--- src/rtl/vga_sync_if.sv ---
// vga_sync_if: raster position and timing flags from vga_sync_gen to the renderer
//  hpos/vpos    current column/line
//  display_on   active-video flag
//  hsync/vsync  sync levels forwarded to the pins
//  line_start   first pixel of a line
//  frame_start  first pixel of a frame
interface vga_sync_if #(parameter int POS_W = 10);
   logic [POS_W-1:0] hpos;
   logic [POS_W-1:0] vpos;
   logic display_on;
   logic hsync;
   logic vsync;
   logic line_start;
   logic frame_start;
   modport master (output hpos, vpos, display_on, hsync, vsync, line_start, frame_start);
   modport slave (input hpos, vpos, display_on, hsync, vsync, line_start, frame_start);
endinterface

--- src/rtl/vga_sync_gen.sv ---
// vga_sync_gen: free-running VGA raster timing generator on the pixel clock
//  clk    pixel clock
//  reset  asynchronous active-high reset, parks the raster on the last pixel of the frame
//  vga    master side of vga_sync_if: hpos, vpos, display_on, hsync, vsync, line_start, frame_start
module vga_sync_gen #(
   parameter int   H_DISPLAY   = 640,
   parameter int   H_FRONT     = 24,
   parameter int   H_SYNC      = 40,
   parameter int   H_BACK      = 128,
   parameter int   V_DISPLAY   = 480,
   parameter int   V_FRONT     = 9,
   parameter int   V_SYNC      = 3,
   parameter int   V_BACK      = 28,
   parameter logic SYNC_ACTIVE = 1'b0,
   parameter int   POS_W       = 10
) (
   input logic        clk,
   input logic        reset,
   vga_sync_if.master vga
);
   localparam logic [POS_W-1:0] H_LAST  = POS_W'(H_DISPLAY + H_FRONT + H_SYNC + H_BACK - 1);
   localparam logic [POS_W-1:0] V_LAST  = POS_W'(V_DISPLAY + V_FRONT + V_SYNC + V_BACK - 1);
   localparam logic [POS_W-1:0] H_ACT   = POS_W'(H_DISPLAY);
   localparam logic [POS_W-1:0] V_ACT   = POS_W'(V_DISPLAY);
   localparam logic [POS_W-1:0] HS_BEG  = POS_W'(H_DISPLAY + H_FRONT);
   localparam logic [POS_W-1:0] HS_LAST = POS_W'(H_DISPLAY + H_FRONT + H_SYNC - 1);
   localparam logic [POS_W-1:0] VS_BEG  = POS_W'(V_DISPLAY + V_FRONT);
   localparam logic [POS_W-1:0] VS_LAST = POS_W'(V_DISPLAY + V_FRONT + V_SYNC - 1);
   logic [POS_W-1:0] hpos, vpos, h_nxt, v_nxt;
   logic display_on, hsync, vsync, line_start, frame_start;
   always_comb begin
      h_nxt = (hpos == H_LAST) ? '0 : hpos + 1'b1;
      v_nxt = (hpos != H_LAST) ? vpos : (vpos == V_LAST) ? '0 : vpos + 1'b1;
   end
   // Flags are derived from the next position so they land in the same cycle as hpos/vpos.
   always_ff @(posedge clk or posedge reset)
      if (reset) begin
         hpos        <= H_LAST;
         vpos        <= V_LAST;
         display_on  <= 1'b0;
         hsync       <= ~SYNC_ACTIVE;
         vsync       <= ~SYNC_ACTIVE;
         line_start  <= 1'b0;
         frame_start <= 1'b0;
      end else begin
         hpos        <= h_nxt;
         vpos        <= v_nxt;
         display_on  <= (h_nxt < H_ACT) && (v_nxt < V_ACT);
         hsync       <= (h_nxt >= HS_BEG && h_nxt <= HS_LAST) ? SYNC_ACTIVE : ~SYNC_ACTIVE;
         vsync       <= (v_nxt >= VS_BEG && v_nxt <= VS_LAST) ? SYNC_ACTIVE : ~SYNC_ACTIVE;
         line_start  <= (h_nxt == '0);
         frame_start <= (h_nxt == '0) && (v_nxt == '0);
      end
   assign vga.hpos        = hpos;
   assign vga.vpos        = vpos;
   assign vga.display_on  = display_on;
   assign vga.hsync       = hsync;
   assign vga.vsync       = vsync;
   assign vga.line_start  = line_start;
   assign vga.frame_start = frame_start;
endmodule
--- src/flat_wrapper.sv ---
// flat-port wrapper written by rule: the top's interface ports become plain ports
module vga_sync_gen_flat 
#(
   parameter int   H_DISPLAY   = 640,
   parameter int   H_FRONT     = 24,
   parameter int   H_SYNC      = 40,
   parameter int   H_BACK      = 128,
   parameter int   V_DISPLAY   = 480,
   parameter int   V_FRONT     = 9,
   parameter int   V_SYNC      = 3,
   parameter int   V_BACK      = 28,
   parameter logic SYNC_ACTIVE = 1'b0,
   parameter int   POS_W       = 10
)
  (clk, reset, vga_hpos, vga_vpos, vga_display_on, vga_hsync, vga_vsync, vga_line_start, vga_frame_start);
  vga_sync_if #(.POS_W(POS_W)) vga_i ();
  input logic clk;
  input logic reset;
  output wire logic [$bits(vga_i.hpos)-1:0] vga_hpos;
  output wire logic [$bits(vga_i.vpos)-1:0] vga_vpos;
  output wire logic [$bits(vga_i.display_on)-1:0] vga_display_on;
  output wire logic [$bits(vga_i.hsync)-1:0] vga_hsync;
  output wire logic [$bits(vga_i.vsync)-1:0] vga_vsync;
  output wire logic [$bits(vga_i.line_start)-1:0] vga_line_start;
  output wire logic [$bits(vga_i.frame_start)-1:0] vga_frame_start;
  assign vga_hpos = vga_i.hpos;
  assign vga_vpos = vga_i.vpos;
  assign vga_display_on = vga_i.display_on;
  assign vga_hsync = vga_i.hsync;
  assign vga_vsync = vga_i.vsync;
  assign vga_line_start = vga_i.line_start;
  assign vga_frame_start = vga_i.frame_start;
  vga_sync_gen #(.H_DISPLAY(H_DISPLAY), .H_FRONT(H_FRONT), .H_SYNC(H_SYNC), .H_BACK(H_BACK), .V_DISPLAY(V_DISPLAY), .V_FRONT(V_FRONT), .V_SYNC(V_SYNC), .V_BACK(V_BACK), .SYNC_ACTIVE(SYNC_ACTIVE), .POS_W(POS_W)) u_core (.clk(clk), .reset(reset), .vga(vga_i));
endmodule
--- config.mk ---
export PLATFORM = sky130hd
export DESIGN_NAME = vga_sync_gen_flat
export DESIGN_NICKNAME = d
export VERILOG_FILES = /design/src/rtl/vga_sync_if.sv /design/src/rtl/vga_sync_gen.sv /design/src/flat_wrapper.sv
export SDC_FILE = /design/constraint.sdc
export NUM_CORES = 1
export LEC_CHECK = 0
export BUFFER_PORTS_ARGS = -buffer_cell sky130_fd_sc_hd__buf_4
export CORE_MARGIN = 1
export CORE_UTILIZATION = 31
export CTS_CLUSTER_SIZE = 25
export DETAILED_ROUTE_END_ITERATION = 6
export RECOVER_POWER = 50
export SETUP_SLACK_MARGIN = 0.02
export SLEW_MARGIN = 20
export SYNTH_ARGS = -nofsm -noshare
export SYNTH_HDL_FRONTEND = slang
export SYNTH_SLANG_ARGS = --single-unit
--- constraint.sdc ---
create_clock -name clk -period 2.4 [get_ports clk]
set_clock_uncertainty 0.05 [all_clocks]
set_input_delay 0.24 -clock clk [delete_from_list [all_inputs] [get_ports clk]]
set_output_delay 0.24 -clock clk [all_outputs]
set_load 0.01 [all_outputs]
==> results.json <==
{
  "totalWireLength_mm": 3.388,
  "initial_core_util_pct": 32.93,
  "outcome": "completed",
  "route.detailed.vias_per_inst": 4.805,
  "timing.critical_path.to_type": "flop",
  "rows": 25,
  "clock_tree.root_cell": "sky130_fd_sc_hd__clkbuf_8",
  "timing.final.hold_violations": 0,
  "residual_drc": 0,
  "finalWorstPathRequiredPeriod_ns": 2.204,
  "fin_setup_tns_ns": 0,
  "gpl.final_weighted_congestion": 0.7951,
  "grt.total_usage_pct": 13.42,
  "worstPathMaxFanout": 14,
  "power_density_nw_per_um2": 381.5,
  "detailedRoute.firstIterationViolations": 54,
  "clkTransAtPathRegs_ns": 0.10,
  "worst_ep_required_time_ns": 2.57,
  "setup_viol": 0,
  "core_um2": 4848,
  "detailed_place_hpwl_mm": 2.483,
  "grt_start_max_net_pins": 26,
  "cts_buffer_depth": 2,
  "die_area_um2": 5441,
  "die_width_um": 73.77,
  "syn_to_final_growth_pct": 15.20,
  "first_pass_grt_wire_length_mm": 5.561,
  "yosys_warnings": 0,
  "vertical_die_dimension_um": 73.77,
  "boundaryPins": 27,
  "dpl_cell_area_um2": 1822,
  "diodes": 0,
  "power.leakage_nw": 0.7259,
  "cp_data_arrival_time_ns": 2.37,
  "cts_made_buffers": 3,
  "drv.max_cap_violation_count": 0,
  "clock_latency_ns": 0.28,
  "nNetsFinal": 195,
  "timing.critical_path.from_type": "flop",
  "global_route_total_overflow": 0,
  "clkSinkCount": 25,
  "synth.lib_cells_used.distinct": 53,
  "route.vias.total": 1230,
  "ys_seq_area_share_pct": 40.28,
  "postLayoutCellArea_um2": 1839,
  "synth.cell_area_um2": 1597,
  "timing_max_transition_violations_final": 0,
  "drt_pre_antenna_iters": 4,
  "post_route_cells_drive_above_1_share_pct": 30.69,
  "postSynthRegisterBits": 25,
  "hold_path_class": "reg2reg",
  "slew_at_the_pin_with_the_worst_max_slew_slack_ns": 1.329,
  "post_syn_nets": 170,
  "synth_flop_cell": "sky130_fd_sc_hd__dfstp_2",
  "synth-edff-count": 0,
  "rsz0062_at_grt": "no",
  "place.port_buffers": 26,
  "clock_tree.htree_level_count": 1,
  "antenna_found_initial": 0,
  "postSynth.asyncResetShare_pct": 100.0,
  "layout_worst_path_cycle_share_pct": 91.84,
  "cts_post_setup_buffers_inserted": 0,
  "postRouteAntennaNets": 0,
  "synthesis.instances": 165,
  "detail_route.wl_per_cell_um": 13.23,
  "cts_tree": "done",
  "maxSlewHeadroom_pct": 11.41,
  "worst-setup-path-type": "reg2reg",
  "first_global_vias": 1113,
  "fmax_mhz": 453.7,
  "ir_worst_vdd_mv": 0.1962,
  "synthesis.area_per_instance_um2": 9.676
}
-- per-stage QoR --
step / setup WS (ns) / power [mW] / utilization (%) / instances / hold slack (ns)
after global placement: 0.2588 / 0.4409 / 37.57 / 251 / 0.2723
after detailed placement: 0.2748 / 0.4409 / 37.57 / 251 / 0.2706
final: 0.1959 / 0.7016 / 37.94 / 256 / 0.5131
after CTS: 0.2457 / 0.7057 / 38.79 / 256 / 0.4917
after floorplan: 0.3079 / 0.4355 / - / 165 / 0.2069
after global routing: 0.07298 / 0.7275 / 37.94 / 256 / 0.5478
-- worst max-delay path, cell delays in order, from the launching register on --
cell and delay [ns]:
sky130_fd_sc_hd__dfstp_1 0.62, sky130_fd_sc_hd__ha_1 0.20, sky130_fd_sc_hd__and3b_1 0.22, sky130_fd_sc_hd__and3_4 0.32, sky130_fd_sc_hd__a21oi_1 0.11, sky130_fd_sc_hd__a31o_4 0.22, sky130_fd_sc_hd__maj3_2 0.31, sky130_fd_sc_hd__nand3_1 0.10
-- worst paths after layout --
path / start / to / slack [ns] / cells past startpoint
max: u_core.vga.hpos[0] / u_core.vga.vsync / 0.20 / 7
min: u_core.vga.vpos[1] / u_core.vga.vpos[1] / 0.51 / 2
max reg2reg: u_core.vga.hpos[0] / u_core.vga.vsync / 0.20 / 7
min reg2reg: u_core.vga.vpos[1] / u_core.vga.vpos[1] / 0.51 / 2
max in group asynchronous: reset / u_core.vga.hpos[7] / 0.63 / 4
min in group asynchronous: reset / u_core.vga.vpos[8] / 0.90 / 4
-- state kept, by name, summed over array words and instances (netlist names) --
name	flops
u_core.vga.frame_start	1
u_core.vga.display_on	1
u_core.vga.hsync	1
u_core.vga.line_start	1
u_core.vga.vsync	1
u_core.vga.vpos	10
u_core.vga.hpos	10
-- logic make-up (layout without fill, tap and decap cells) --
group,Yosys count,in the layout,share of synthesized area [%]
AND/OR/NAND/NOR,69,69,26.33
AO/OA/AOI/OAI,28,28,12.54
flip-flops,25,25,40.28
buffers and inverters,21,45,7.367
XOR/XNOR,13,13,7.132
multiplexers,5,5,3.292
adder cells (fa/ha/maj),4,4,3.057
-- placed cells by master, fill, tap and decap left out, types with 3 or more instances in the layout --
cell,netlist,final
sky130_fd_sc_hd__clkbuf_1,0,11
sky130_fd_sc_hd__o21ai_0,7,7
sky130_fd_sc_hd__dfstp_2,14,13
sky130_fd_sc_hd__clkbuf_8,0,3
sky130_fd_sc_hd__mux2i_1,3,3
sky130_fd_sc_hd__inv_1,10,10
sky130_fd_sc_hd__nand2b_1,3,3
sky130_fd_sc_hd__buf_4,3,17
sky130_fd_sc_hd__nand3_1,10,10
sky130_fd_sc_hd__a21oi_1,6,6
sky130_fd_sc_hd__nor4_2,3,3
sky130_fd_sc_hd__ha_1,3,3
sky130_fd_sc_hd__xor2_1,4,4
sky130_fd_sc_hd__dfrtp_1,11,11
sky130_fd_sc_hd__xnor2_1,9,9
sky130_fd_sc_hd__nand2_1,14,14
sky130_fd_sc_hd__nand4_1,3,3
sky130_fd_sc_hd__nor2_1,12,12
-- area by class of cell --
class	count	area, µm²
Timing Repair Buffer	30	186.4
Multi-Input combinational cell	119	835.8
Sequential cell	25	643.1
Clock inverter	1	7.507
Fill cell	518	3009
Inverter	11	41.29
Tap cell	67	83.83
Clock buffer	3	41.29
-- cell usage after synthesis, drive strengths merged (2+ instances only) --
cell / instances / area share, %
nand2b: 3 / 1.2
xnor2: 9 / 4.9
mux2: 2 / 1.4
dfstp: 14 / 23
o21ai: 10 / 3.6
nor2: 14 / 3.6
and3: 3 / 1.5
or3: 2 / 0.78
xor2: 4 / 2.2
nor3: 2 / 0.94
nor3b: 2 / 1.3
nand3: 12 / 4.4
and3b: 2 / 1.1
nand2: 16 / 4.1
mux2i: 3 / 1.9
buf: 10 / 4.8
inv: 11 / 2.6
ha: 3 / 2.4
dfrtp: 11 / 17
nand4: 4 / 2.0
nor4: 4 / 2.7
a21oi: 6 / 1.9
-- power breakdown --
group	internal (mW)	leakage, nW	switching, mW	total [mW]
sequential	0.422	0.293	0	0.422
clock	0.118	0.0217	0.151	0.269
combinational	0.00240	0.411	0.00831	0.0107
-- what timing repair did --
item,in CTS,in global routing
hold buffers,1,0
hold endpoints to repair,11,0
resized for setup,0,0
endpoints found under the setup margin,0,0
-- routing by layer --
layer  global-route usage, %  vias to the layer above  share of wire (%)
met3                   2.469                        4                4.8
li1                        -                      622                  -
met1                   20.25                      574                 51
met5                       0                        -                  0
met4                   5.128                        0                1.2
met2                   18.65                       30                 43
No activity file was read; power rests on OpenSTA's default activity.
